**config.mk**
```make
export PLATFORM = sky130hd
export DESIGN_NAME = uart_tx_word
export DESIGN_NICKNAME = d
export VERILOG_FILES = /design/src/rtl/uart_tx_word.sv
export SDC_FILE = /design/constraint.sdc
export NUM_CORES = 1
export LEC_CHECK = 0
export ABC_AREA = 1
export BUFFER_PORTS_ARGS = -buffer_cell sky130_fd_sc_hd__buf_2
export CAP_MARGIN = 10
export CORE_ASPECT_RATIO = 1.4
export CORE_UTILIZATION = 60
export CTS_CLUSTER_SIZE = 20
export DETAILED_ROUTE_END_ITERATION = 7
export PLACE_DENSITY_LB_ADDON = 0.25
export SYNTH_ARGS = -nofsm -noshare
export SYNTH_HDL_FRONTEND = slang
export SYNTH_SLANG_ARGS = --single-unit
export TNS_END_PERCENT = 1
```
**constraint.sdc**
```tcl
create_clock -name clk -period 4.17 [get_ports clk]
set_input_delay 0.834 -clock clk [delete_from_list [all_inputs] [get_ports clk]]
set_output_delay 0.834 -clock clk [all_outputs]
set_load 0.005 [all_outputs]
```
**src/rtl/uart_tx_word.sv**
```systemverilog
// UART transmitter that sends a 1..4 byte word as back-to-back 8N1-style frames,
// LSB byte first, with optional parity, 1 or 2 stop bits and a one-word holding buffer.
module uart_tx_word #(
  parameter int CLKS_PER_BIT = 868,
  parameter int WORD_BYTES   = 4,
  parameter int PARITY       = 0,
  parameter int STOP_BITS    = 1
) (
  input  logic                    clk,
  input  logic                    reset,
  input  logic [8*WORD_BYTES-1:0] data_in,
  input  logic                    start,
  output logic                    ready,
  output logic                    tx,
  output logic                    busy,
  output logic                    done
);

  localparam int WORD_W = 8 * WORD_BYTES;
  localparam int CNT_W  = (CLKS_PER_BIT > 1) ? $clog2(CLKS_PER_BIT) : 1;
  localparam logic [CNT_W-1:0] CNT_LAST  = CNT_W'(CLKS_PER_BIT - 1);
  localparam logic [1:0]       BYTE_LAST = 2'(WORD_BYTES - 1);
  localparam logic [2:0]       STOP_LAST = 3'(STOP_BITS - 1);
  localparam logic             PAR_ODD   = (PARITY == 2);

  generate
    if (CLKS_PER_BIT < 2 || WORD_BYTES < 1 || WORD_BYTES > 4 ||
        PARITY < 0 || PARITY > 2 || STOP_BITS < 1 || STOP_BITS > 2) begin : g_param_check
      $error("uart_tx_word: illegal parameter value");
    end
  endgenerate

  typedef enum logic [2:0] {
    S_IDLE,
    S_START,
    S_DATA,
    S_PARITY,
    S_STOP
  } state_t;

  state_t              state, state_nxt;
  logic [CNT_W-1:0]    cnt, cnt_nxt;
  logic [2:0]          bit_idx, bit_idx_nxt;
  logic [1:0]          byte_idx, byte_idx_nxt;
  logic [WORD_W-1:0]   shift, shift_nxt;
  logic [WORD_W-1:0]   hold;
  logic                hold_vld;
  logic                par, par_nxt;
  logic                tx_nxt;
  logic                done_nxt;
  logic                load;
  logic                bit_end;

  assign bit_end = (cnt == CNT_LAST);
  assign ready   = ~hold_vld;
  assign busy    = (state != S_IDLE);

  always_ff @(posedge clk or negedge reset) begin
    if (!reset) begin
      state <= S_IDLE;
    end else begin
      state <= state_nxt;
    end
  end

  always_comb begin
    state_nxt    = state;
    cnt_nxt      = (state == S_IDLE || bit_end) ? '0 : cnt + CNT_W'(1);
    bit_idx_nxt  = bit_idx;
    byte_idx_nxt = byte_idx;
    shift_nxt    = shift;
    par_nxt      = par;
    done_nxt     = 1'b0;
    load         = 1'b0;
    tx_nxt       = 1'b1;

    case (state)
      S_IDLE: begin
        if (hold_vld) load = 1'b1;
      end
      S_START: begin
        par_nxt = 1'b0;
        if (bit_end) begin
          state_nxt   = S_DATA;
          bit_idx_nxt = '0;
        end
      end
      S_DATA: begin
        if (bit_end) begin
          // The low shifter bit is the one on the line; after 8 shifts the next byte sits there.
          par_nxt   = par ^ shift[0];
          shift_nxt = {1'b0, shift[WORD_W-1:1]};
          if (bit_idx == 3'd7) begin
            state_nxt   = (PARITY != 0) ? S_PARITY : S_STOP;
            bit_idx_nxt = '0;
          end else begin
            bit_idx_nxt = bit_idx + 3'd1;
          end
        end
      end
      S_PARITY: begin
        if (bit_end) begin
          state_nxt   = S_STOP;
          bit_idx_nxt = '0;
        end
      end
      S_STOP: begin
        if (bit_end) begin
          if (bit_idx != STOP_LAST) begin
            bit_idx_nxt = bit_idx + 3'd1;
          end else if (byte_idx != BYTE_LAST) begin
            byte_idx_nxt = byte_idx + 2'd1;
            state_nxt    = S_START;
          end else begin
            done_nxt     = 1'b1;
            byte_idx_nxt = '0;
            if (hold_vld) load = 1'b1;
            else          state_nxt = S_IDLE;
          end
        end
      end
      default: state_nxt = S_IDLE;
    endcase

    if (load) begin
      state_nxt    = S_START;
      shift_nxt    = hold;
      byte_idx_nxt = '0;
      cnt_nxt      = '0;
    end

    // tx is registered, so it is computed from where the FSM will be next cycle.
    case (state_nxt)
      S_START:  tx_nxt = 1'b0;
      S_DATA:   tx_nxt = shift_nxt[0];
      S_PARITY: tx_nxt = par_nxt ^ PAR_ODD;
      default:  tx_nxt = 1'b1;
    endcase
  end

  always_ff @(posedge clk or negedge reset) begin
    if (!reset) begin
      cnt      <= '0;
      bit_idx  <= '0;
      byte_idx <= '0;
      shift    <= '0;
      par      <= 1'b0;
      tx       <= 1'b1;
      done     <= 1'b0;
      hold     <= '0;
      hold_vld <= 1'b0;
    end else begin
      cnt      <= cnt_nxt;
      bit_idx  <= bit_idx_nxt;
      byte_idx <= byte_idx_nxt;
      shift    <= shift_nxt;
      par      <= par_nxt;
      tx       <= tx_nxt;
      done     <= done_nxt;
      // A load needs hold_vld=1, so it can never coincide with an accept.
      if (load) begin
        hold_vld <= 1'b0;
      end else if (start && !hold_vld) begin
        hold_vld <= 1'b1;
        hold     <= data_in;
      end
    end
  end

endmodule
```
==> qor.txt, run 1 <==
CP Capture Type - output port
R2R Path Start - cnt[0]
Antenna Nets Post-Route - 0
Final Cycle Share - 55.2%
Synth Area in XOR/XNOR - 0%
Vias/cell - 5.36
Post-CTS Resized - 0
EDFF count, synth - 0
RSZ-0062 raised after global routing - no
Final nets - 499
CP arrival - 1.47 ns
Die width - 70.4 um
Initial DRC count - 142
Vias in the first global route - 2859
Post-CTS Setup Repair Bufs - 0
Proportion of synthesized area in mux cells - 8.89%
Fmax - 0.435 GHz
Syn avg cell area - 9.35 sq um
Initial core utilization - 62.8%
HP Class - register to register
Maximum clock insertion buffer count - 2
Share of cells above drive strength 1 - 21.7%
PwrDens - 396 nW/um^2
Residual DRC count - 0
Hold depth - 1
Number of fill cells in the layout - 477
Syn Inst Count - 420
Total negative slack - 0 ns
Largest family of logic cells by synthesized area - simple AND/OR/NAND/NOR gates
Ports - 39
Synth Area in Simple Gates - 26.5%
FF-to-FF path depth - 8
Ant. Diodes - 0
H-tree depth - 3
Post-synth top area cell - dfrtp_1
CTS tree - built
Final GP Congestion - 0.869
Core Area - 6250 sq um
Dpl hpwl - 4.67 mm
GRT Util Overall - 22.6%
Mapped Nets - 461
Total CTS buffers - 9
Fin. Hold Viols - 0
Post-synth top area share - 54.2%
Overflow after GRT - 0
Die area - 6880 sq um
Area Growth Syn to Fin - 9.50%
MaxCap Viol Count - 0
Status - completed
Synth Register Bits - 86
Clk slew on worst S/H paths - 0.08 ns
Initial antenna violation count - 0
Clock sink total - 86
DR vias - 2857
Hold-fix buffers at CTS - 0
Row count - 34
Synthesis Warnings - 0
Largest net degree at the start of global routing - 87
Final setup fails - 0
Worst setup path class - register to output port
Worst Clk Skew - 0.00964 ns
Port Buf Inserts - 38
First-pass GRT wire length - 12.3 mm
Register-to-Register Setup Slack - 1.99 ns
Yosys cell types - 29
CP startpoint kind - register
Sequential area share after synthesis - 54.8%
Total wire length after detailed routing - 6.85 mm
P_leak - 2.20 nW
Total chip power - 1.70 mW
Top cells by area, synth - dfrtp_1, nand2_1, mux2_2
Final min period - 2.30 ns
CP startpoint - state[0]
Synth async-reset ratio - 100%
Hold_sp - cnt[0]
Final Slew Violations - 0
Pre-antenna DRT Iters - 4
Slew @ Worst Pin - 1.04 ns
Clk root buf - clkbuf_8
WP data required - 3.34 ns
Adder-cell share of the synthesized area - 1.91%
Max FO, Critical Path - 3
Netlist Area Pre-Place - 3930 sq um
Slew HR - 30.8%
Synth Area in Compound Gates - 2.33%
Clk Latency, worst-skew pair - 0.36 ns
Peak VDD IR - 0.000370 V
Primary FF master, synth - dfrtp_1
Die Y-Extent - 97.7 um
Wire length per cell - 12.8 um
-- routing by layer --
layer  vias up  routed length [um]  global-route usage (%)
met1      1364                3010                    27.9
li1       1423                   -                       -
met4         0                 155                    8.77
met5         -                   0                       0
met3        12                 190                    4.88
met2        58                3490                    38.7
-- sequential cells by signal, summed over array words and instances (netlist names) --
register	cells
par	1
byte_idx	2
done	1
hold_vld	1
state	3
tx	1
cnt	10
bit_idx	3
shift	32
hold	32
-- Yosys cell counts, types with 4 or more instances --
cell / n
nor3_1: 4
buf_4: 6
o21ai_0: 9
nand3_1: 47
dfrtp_1: 85
inv_1: 30
ha_1: 6
a21oi_1: 5
mux2_2: 31
nor2_1: 25
nand2_1: 139
-- cell type report --
type	count	area (sq um)	area share (%)
sequential	86	2150	50.1
multi-input combinational	289	1560	36.2
timing repair buffer	39	200	4.66
clock buffer	9	124	2.88
inverter	33	124	2.88
tap	72	90.1	2.10
clock inverter	5	52.6	1.22
-- cell families after synthesis --
group	Yosys count
AO/OA/AOI/OAI	17
adder cells (fa/ha/maj)	6
buffers and inverters	45
flip-flops	86
multiplexers	31
AND/OR/NAND/NOR	235
-- path summary, 6_finish.rpt --
| path | endpoint |
|---|---|
| min in group asynchronous | bit_idx[2] |
| worst min-delay path | cnt[0] |
| worst max-delay path | busy |
| worst max register to register | shift[22] |
| max in group asynchronous | cnt[7] |
| worst min register to register | cnt[0] |
-- power breakdown --
group / leakage [nW] / internal [mW] / switching (mW)
clock: 0.0907 / 0.267 / 0.285
combinational: 1.01 / 0.0957 / 0.0533
sequential: 1.10 / 0.947 / 0.0551
-- critical path, stage by stage (launching register included) --
cell and delay, ns:
dfrtp_1 0.43, nor2_1 0.17, inv_1 0.10, nor2_1 0.17, inv_1 0.10, buf_2 0.14
-- per-stage QoR --
step | util (%) | std cells | hold WS [ns] | worst slack (ns) | cell area, sq um
floorplan | - | 420 | 0.433 | 2.48 | 3930
global placement | 65.9 | 519 | 0.443 | 2.08 | 4120
detailed placement | 65.9 | 519 | 0.456 | 2.00 | 4120
CTS | 68.7 | 533 | 0.485 | 1.87 | 4300
global route | 68.7 | 533 | 0.508 | 1.74 | 4300
finish | 68.7 | 533 | 0.477 | 1.87 | 4300
-- layout by cell type, fill, tap and decap left out, types with 2 or more instances in the layout --
cell,n
mux2_2,31
ha_1,6
and3_1,2
nor2_1,25
clkinv_2,3
dfrtp_1,85
nand2_1,139
nand2_2,3
clkbuf_8,9
nor2_2,2
nand3_1,47
and2_1,2
nor3b_1,3
a21oi_1,5
buf_4,2
nor2_4,3
inv_2,3
o21ai_0,9
buf_2,37
inv_1,30
nor3_1,4
No activity file was read; power rests on OpenSTA's default activity.
==> run 2: changes to the inputs <==
--- a/config.mk
+++ b/config.mk
@@ -9,7 +9,7 @@
 export BUFFER_PORTS_ARGS = -buffer_cell sky130_fd_sc_hd__buf_2
 export CAP_MARGIN = 10
 export CORE_ASPECT_RATIO = 1.4
-export CORE_UTILIZATION = 60
+export CORE_UTILIZATION = 58
 export CTS_CLUSTER_SIZE = 20
 export DETAILED_ROUTE_END_ITERATION = 7
 export PLACE_DENSITY_LB_ADDON = 0.25
==> constraint.sdc (replaced) <==
create_clock -name clk -period 2.2 [get_ports clk]
set_input_delay 0.44 -clock clk [delete_from_list [all_inputs] [get_ports clk]]
set_output_delay 0.44 -clock clk [all_outputs]
set_load 0.005 [all_outputs]
==> qor.txt, run 2 (synthesized netlist as in run 1, its figures left out) <==
Status - completed
Biggest registers after layout - hold x32, shift x32, cnt x10
Overflow after GRT - 0 (unchanged)
Most frequent cells in the layout - nand2_1, dfrtp_1, nand3_1
Die area - 7110 sq um (+3.4%)
Clk Latency, worst-skew pair - 0.35 ns (about the same)
Flip-flop and latch area - 2150 sq um (unchanged)
Initial DRC count - 113 (-20%)
P_leak - 2.25 nW (+2.2%)
Ports - 39 (unchanged)
Placed inst area - 4180 sq um (+1.3%)
Initial core utilization - 59.8% (-3.0 points)
WP data required - 1.76 ns (-1.58 ns)
Final min period - 1.91 ns
Wire length per cell - 13.0 um (+0.88%)
Row count - 35 (+2.9%)
Fin. Hold Viols - 0 (unchanged)
Commonest non-fill, non-tap cell in the layout - nand2_1
Ant. Diodes - 0 (unchanged)
Maximum clock insertion buffer count - 2 (unchanged)
Final core occ - 66.8% (-2.0 points)
Non-Filler Instances - 544 (+2.1%)
Share of cells above drive strength 1 - 23.2% (+1.5 points)
Slew HR - 60.1% (+29 points)
CP arrival - 1.47 ns (about the same)
Fmax - 0.523 GHz
Final GP Congestion - 0.831 (-4.4%)
RSZ-0062 raised after global routing - no
Worst-path cell chain - nor2_1 -> inv_1 -> nor2_1 -> inv_1 -> buf_2
Antenna Nets Post-Route - 0 (unchanged)
Clock sink total - 86 (unchanged)
Final Cycle Share - 86.8%
Number of fill cells in the layout - 521 (+9.2%)
Fin area - 4390 sq um (+2.0%)
Sequential share of power - 57.4% (-1.4 points)
CP max stage cell - dfrtp_1
Sw frac - 23.0% (-0.12 points)
Area Growth Syn to Fin - 11.7%
Core Area - 6570 sq um (+5.0%)
GRT Util Overall - 22.8% (+0.16 points)
Dpl cells - 528 (+1.7%)
Hold-fix buffers at CTS - 0 (unchanged)
Final nets - 506 (+1.4%)
Post-CTS Setup Repair Bufs - 0 (unchanged)
Total CTS buffers - 9 (unchanged)
Max FO, Critical Path - 3 (unchanged)
Slack of the critical path - 0.290 ns (-1.58 ns)
MaxCap Viol Count - 0 (unchanged)
Largest net degree at the start of global routing - 50 (-43%)
Final Slew Violations - 0 (unchanged)
CP Capture Type - output port
Power Internal - 2.57 mW (+96%)
First-pass GRT wire length - 12.5 mm (+1.4%)
Clock share of power - 33.9% (+1.5 points)
HP Class - input port to async pin
Residual DRC count - 0 (unchanged)
Total negative slack - 0 ns (unchanged)
Worst path max stage delay - 0.44 ns (about the same)
Initial antenna violation count - 0 (unchanged)
Die Y-Extent - 99.4 um (+1.7%)
Worst Clk Skew - 0.00996 ns (+0.000320 ns)
CP startpoint kind - register
CTS tree - built
PwrDens - 761 nW/um^2 (+92%)
Pre-antenna DRT Iters - 5 (+1)
Post-CTS Resized - 0 (unchanged)
Total wire length after detailed routing - 7.05 mm (+3.0%)
Dpl hpwl - 4.96 mm (+6.1%)
Worst setup path class - register to output port
Clk root buf - clkbuf_8
Clk slew on worst S/H paths - 0.09 ns (about the same)
Die width - 71.5 um (+1.7%)
Vias in the first global route - 2971 (+3.9%)
Multi-input gate area - 1560 sq um (unchanged)
Vias/cell - 5.33 (-0.58%)
P_sw - 0.767 mW (+95%)
Peak VDD IR - 0.000555 V (+50%)
Comb power frac - 8.7% (about the same)
Setup slack at placement - 0.420 ns (-1.58 ns)
Port Buf Inserts - 38 (unchanged)
Final setup fails - 0 (unchanged)
DR vias - 2899 (+1.5%)
H-tree depth - 3 (unchanged)
Slew @ Worst Pin - 0.598 ns (-0.439 ns)
run 2: changes by cell type in the layout (fill, tap and decap cells not counted), sizes merged:
cell	previous run	this run
clkinv	3	2
clkbuf	9	11
inv	33	34
buf	39	46
run 2: area by class of cell:
class,instances,area share (%)
timing repair buffer,46,5.76
multi-input combinational,289,35.5
inverter,33,2.82
sequential,86,49.1
tap,74,2.11
clock inverter,5,1.28
clock buffer,11,3.45
run 2: critical path: cells and delay by family (launching register included):
family	cells	cell delay (ns)
buf+inv	3	0.33
flops	1	0.44
simple gates	2	0.36
run 2: routing by layer:
layer  track usage [%]  wire (um)  vias to the layer above
met5                 0          0                        -
li1                  -          -                     1440
met4              11.3        144                        0
met1              25.9       2870                     1389
met3              4.56        203                       13
met2              40.6       3830                       57
run 2: worst paths after layout:
check / start / to / slack [ns] / cells past startpoint
max in group asynchronous: reset / shift[17] / 1.45 / 2
min in group clk: data_in[27] / hold[27] / 0.31 / 2
worst max register to register: cnt[0] / shift[23] / 0.40 / 11
worst max-delay path: state[0] / busy / 0.29 / 5
worst min register to register: cnt[0] / cnt[0] / 0.47 / 1
worst min-delay path: reset / done / 0.09 / 1
run 2: power groups by stage:
stage / Combinational, mW / Clock, mW / Sequential [mW]
floorplan: 0.206 / 0 / 1.90
global placement: 0.280 / 0 / 1.94
detailed placement: 0.298 / 0 / 1.95
CTS: 0.299 / 1.16 / 1.92
global route: 0.324 / 1.22 / 1.94
finish: 0.291 / 1.13 / 1.91
run 2: metrics by stage:
stage	hold slack [ns]	total power, mW
5_1_grt	0.129	3.49
6_report	0.0922	3.34
2_1_floorplan	0.144	2.10
3_5_place_dp	0.468	2.25
4_1_cts	0.0970	3.38
3_3_place_gp	0.443	2.23
==> run 3: changes to the inputs <==
--- a/config.mk
+++ b/config.mk
@@ -9,6 +9,7 @@
 export BUFFER_PORTS_ARGS = -buffer_cell sky130_fd_sc_hd__buf_2
 export CAP_MARGIN = 10
 export CORE_ASPECT_RATIO = 1.4
+export CORE_MARGIN = 2
 export CORE_UTILIZATION = 58
 export CTS_CLUSTER_SIZE = 20
 export DETAILED_ROUTE_END_ITERATION = 7
==> constraint.sdc (replaced) <==
create_clock -name clk -period 1.92 [get_ports clk]
set_input_delay 0.384 -clock clk [delete_from_list [all_inputs] [get_ports clk]]
set_output_delay 0.384 -clock clk [all_outputs]
set_load 0.005 [all_outputs]
==> qor.txt, run 3 (synthesized netlist as in run 1, its figures left out) <==
Non-Filler Instances - 545 (+0.18%)
Slew @ Worst Pin - 0.536 ns (-0.0618 ns)
Ports - 39 (unchanged)
Row count - 35 (unchanged)
DR vias - 2885 (-0.48%)
Flip-flop and latch area - 2150 sq um (unchanged)
Core Area - 6570 sq um (unchanged)
Wire length per cell - 13.1 um (+0.96%)
Dpl cells - 528 (unchanged)
Sequential share of power - 56.3% (-1.1 points)
Share of cells above drive strength 1 - 23.6% (+0.38 points)
Final Slew Violations - 0 (unchanged)
Worst setup path class - register to output port
Port Buf Inserts - 38 (unchanged)
Final core occ - 67.4% (+0.65 points)
Vias/cell - 5.29 (-0.67%)
Maximum clock insertion buffer count - 2 (unchanged)
Clock share of power - 35.1% (+1.2 points)
Initial DRC count - 140 (+24%)
Antenna Nets Post-Route - 0 (unchanged)
CTS tree - built
Pre-antenna DRT Iters - 4 (-1)
Total wire length after detailed routing - 7.13 mm (+1.1%)
Number of fill cells in the layout - 522 (+0.19%)
Ant. Diodes - 0 (unchanged)
Status - completed
Worst Clk Skew - 0.00854 ns (-0.00143 ns)
HP Class - input port to async pin
Clk root buf - clkbuf_8
P_sw - 0.877 mW (+14%)
Vias in the first global route - 2866 (-3.5%)
Peak VDD IR - 0.000877 V (+58%)
Initial antenna violation count - 0 (unchanged)
Final nets - 507 (+0.20%)
Final setup fails - 0 (unchanged)
MaxCap Viol Count - 0 (unchanged)
Setup slack at placement - 0.0891 ns (-0.331 ns)
Slack of the critical path - 0.0790 ns (-0.211 ns)
Final GP Congestion - 0.851 (+2.3%)
Clk slew on worst S/H paths - 0.08 ns (about the same)
Hold-fix buffers at CTS - 0 (unchanged)
Biggest registers after layout - hold x32, shift x32, cnt x10
Total CTS buffers - 9 (unchanged)
RSZ-0062 raised after global routing - no
CP Capture Type - output port
Residual DRC count - 0 (unchanged)
Die width - 73.5 um (+2.8%)
P_leak - 2.26 nW (+0.29%)
Dpl hpwl - 4.92 mm (-0.90%)
Power Internal - 3.01 mW (+17%)
Final Cycle Share - 95.9%
Commonest non-fill, non-tap cell in the layout - nand2_1
Slew HR - 64.3% (+4.1 points)
Comb power frac - 8.6% (about the same)
Max FO, Critical Path - 3 (unchanged)
First-pass GRT wire length - 12.2 mm (-2.4%)
GRT Util Overall - 21.0% (-1.9 points)
Fin. Hold Viols - 0 (unchanged)
Fmax - 0.543 GHz
Die area - 7450 sq um (+4.9%)
Largest net degree at the start of global routing - 43 (-14%)
Clock sink total - 86 (unchanged)
Final min period - 1.84 ns
Post-CTS Setup Repair Bufs - 0 (unchanged)
CP startpoint kind - register
Sw frac - 22.6% (-0.44 points)
Total negative slack - 0 ns (unchanged)
H-tree depth - 3 (unchanged)
Die Y-Extent - 101 um (+2.0%)
Clk Latency, worst-skew pair - 0.34 ns (about the same)
Most frequent cells in the layout - nand2_1, dfrtp_1, nand3_1
Overflow after GRT - 0 (unchanged)
WP data required - 1.54 ns (-0.22 ns)
Multi-input gate area - 1580 sq um (+1.4%)
Area Growth Syn to Fin - 12.8%
CP arrival - 1.46 ns (about the same)
Initial core utilization - 59.8% (unchanged)
PwrDens - 878 nW/um^2 (+15%)
==> run 3: cell count changes in the layout (fill, tap and decap cells not counted), sizes merged <==
cell	change
bufinv	+1
clkinv	-1
nor2	+1
==> run 3: worst max-delay path: stages (launching register included) <==
cell and delay (ns):
dfrtp_1 0.44, nor2_2 0.18, inv_1 0.10, nor2_1 0.17, inv_1 0.10, buf_2 0.14
==> run 3: path summary, 6_finish.rpt <==
| kind | cells after the start | from | to | slack (ns) |
|---|---|---|---|---|
| max | 5 | state[0] | busy | 0.08 |
| min | 1 | reset | bit_idx[0] | 0.009 |
| max reg2reg | 10 | cnt[0] | shift[0] | 0.18 |
| min reg2reg | 1 | cnt[0] | cnt[0] | 0.47 |
| max in group asynchronous | 2 | reset | hold[2] | 1.27 |
| min in group clk | 2 | data_in[16] | hold[16] | 0.27 |
==> run 3: what timing repair did <==
item / in CTS / in global routing
resized for setup: 0 / 5
endpoints found under the setup margin: 0 / 34
hold endpoints to repair: 0 / 0
==> run 3: metal layers <==
metal / up-vias / track usage (%) / wire length [um]
met2: 45 / 37.3 / 3800
met3: 4 / 4.18 / 190
met1: 1394 / 24.9 / 3090
met5: - / 0 / 0
li1: 1442 / - / -
met4: 0 / 7.27 / 55
==> run 3: layout make-up <==
cell class	instances	share of cell area, %
clock buffer	11	2.97
clock inverter	5	1.84
inverter	33	2.80
multi-input combinational	290	35.6
sequential	86	48.6
tap	74	2.09
timing repair buffer	46	6.08
==> run 3: power groups by stage <==
| stage | Combinational [mW] | Sequential, mW | Clock (mW) |
|---|---|---|---|
| after floorplan | 0.236 | 2.18 | 0 |
| after global placement | 0.325 | 2.22 | 0 |
| after detailed placement | 0.343 | 2.22 | 0 |
| after CTS | 0.343 | 2.19 | 1.40 |
| after global routing | 0.374 | 2.22 | 1.47 |
| final | 0.335 | 2.19 | 1.36 |
==> run 3: stage by stage <==
stage | power [mW] | hold WS (ns) | cell area, sq um
floorplan | 2.41 | 0.0884 | 3930
global placement | 2.54 | 0.398 | 4190
detailed placement | 2.57 | 0.407 | 4190
CTS | 3.94 | 0.0261 | 4400
global route | 4.06 | 0.0483 | 4430
finish | 3.89 | 0.00921 | 4430
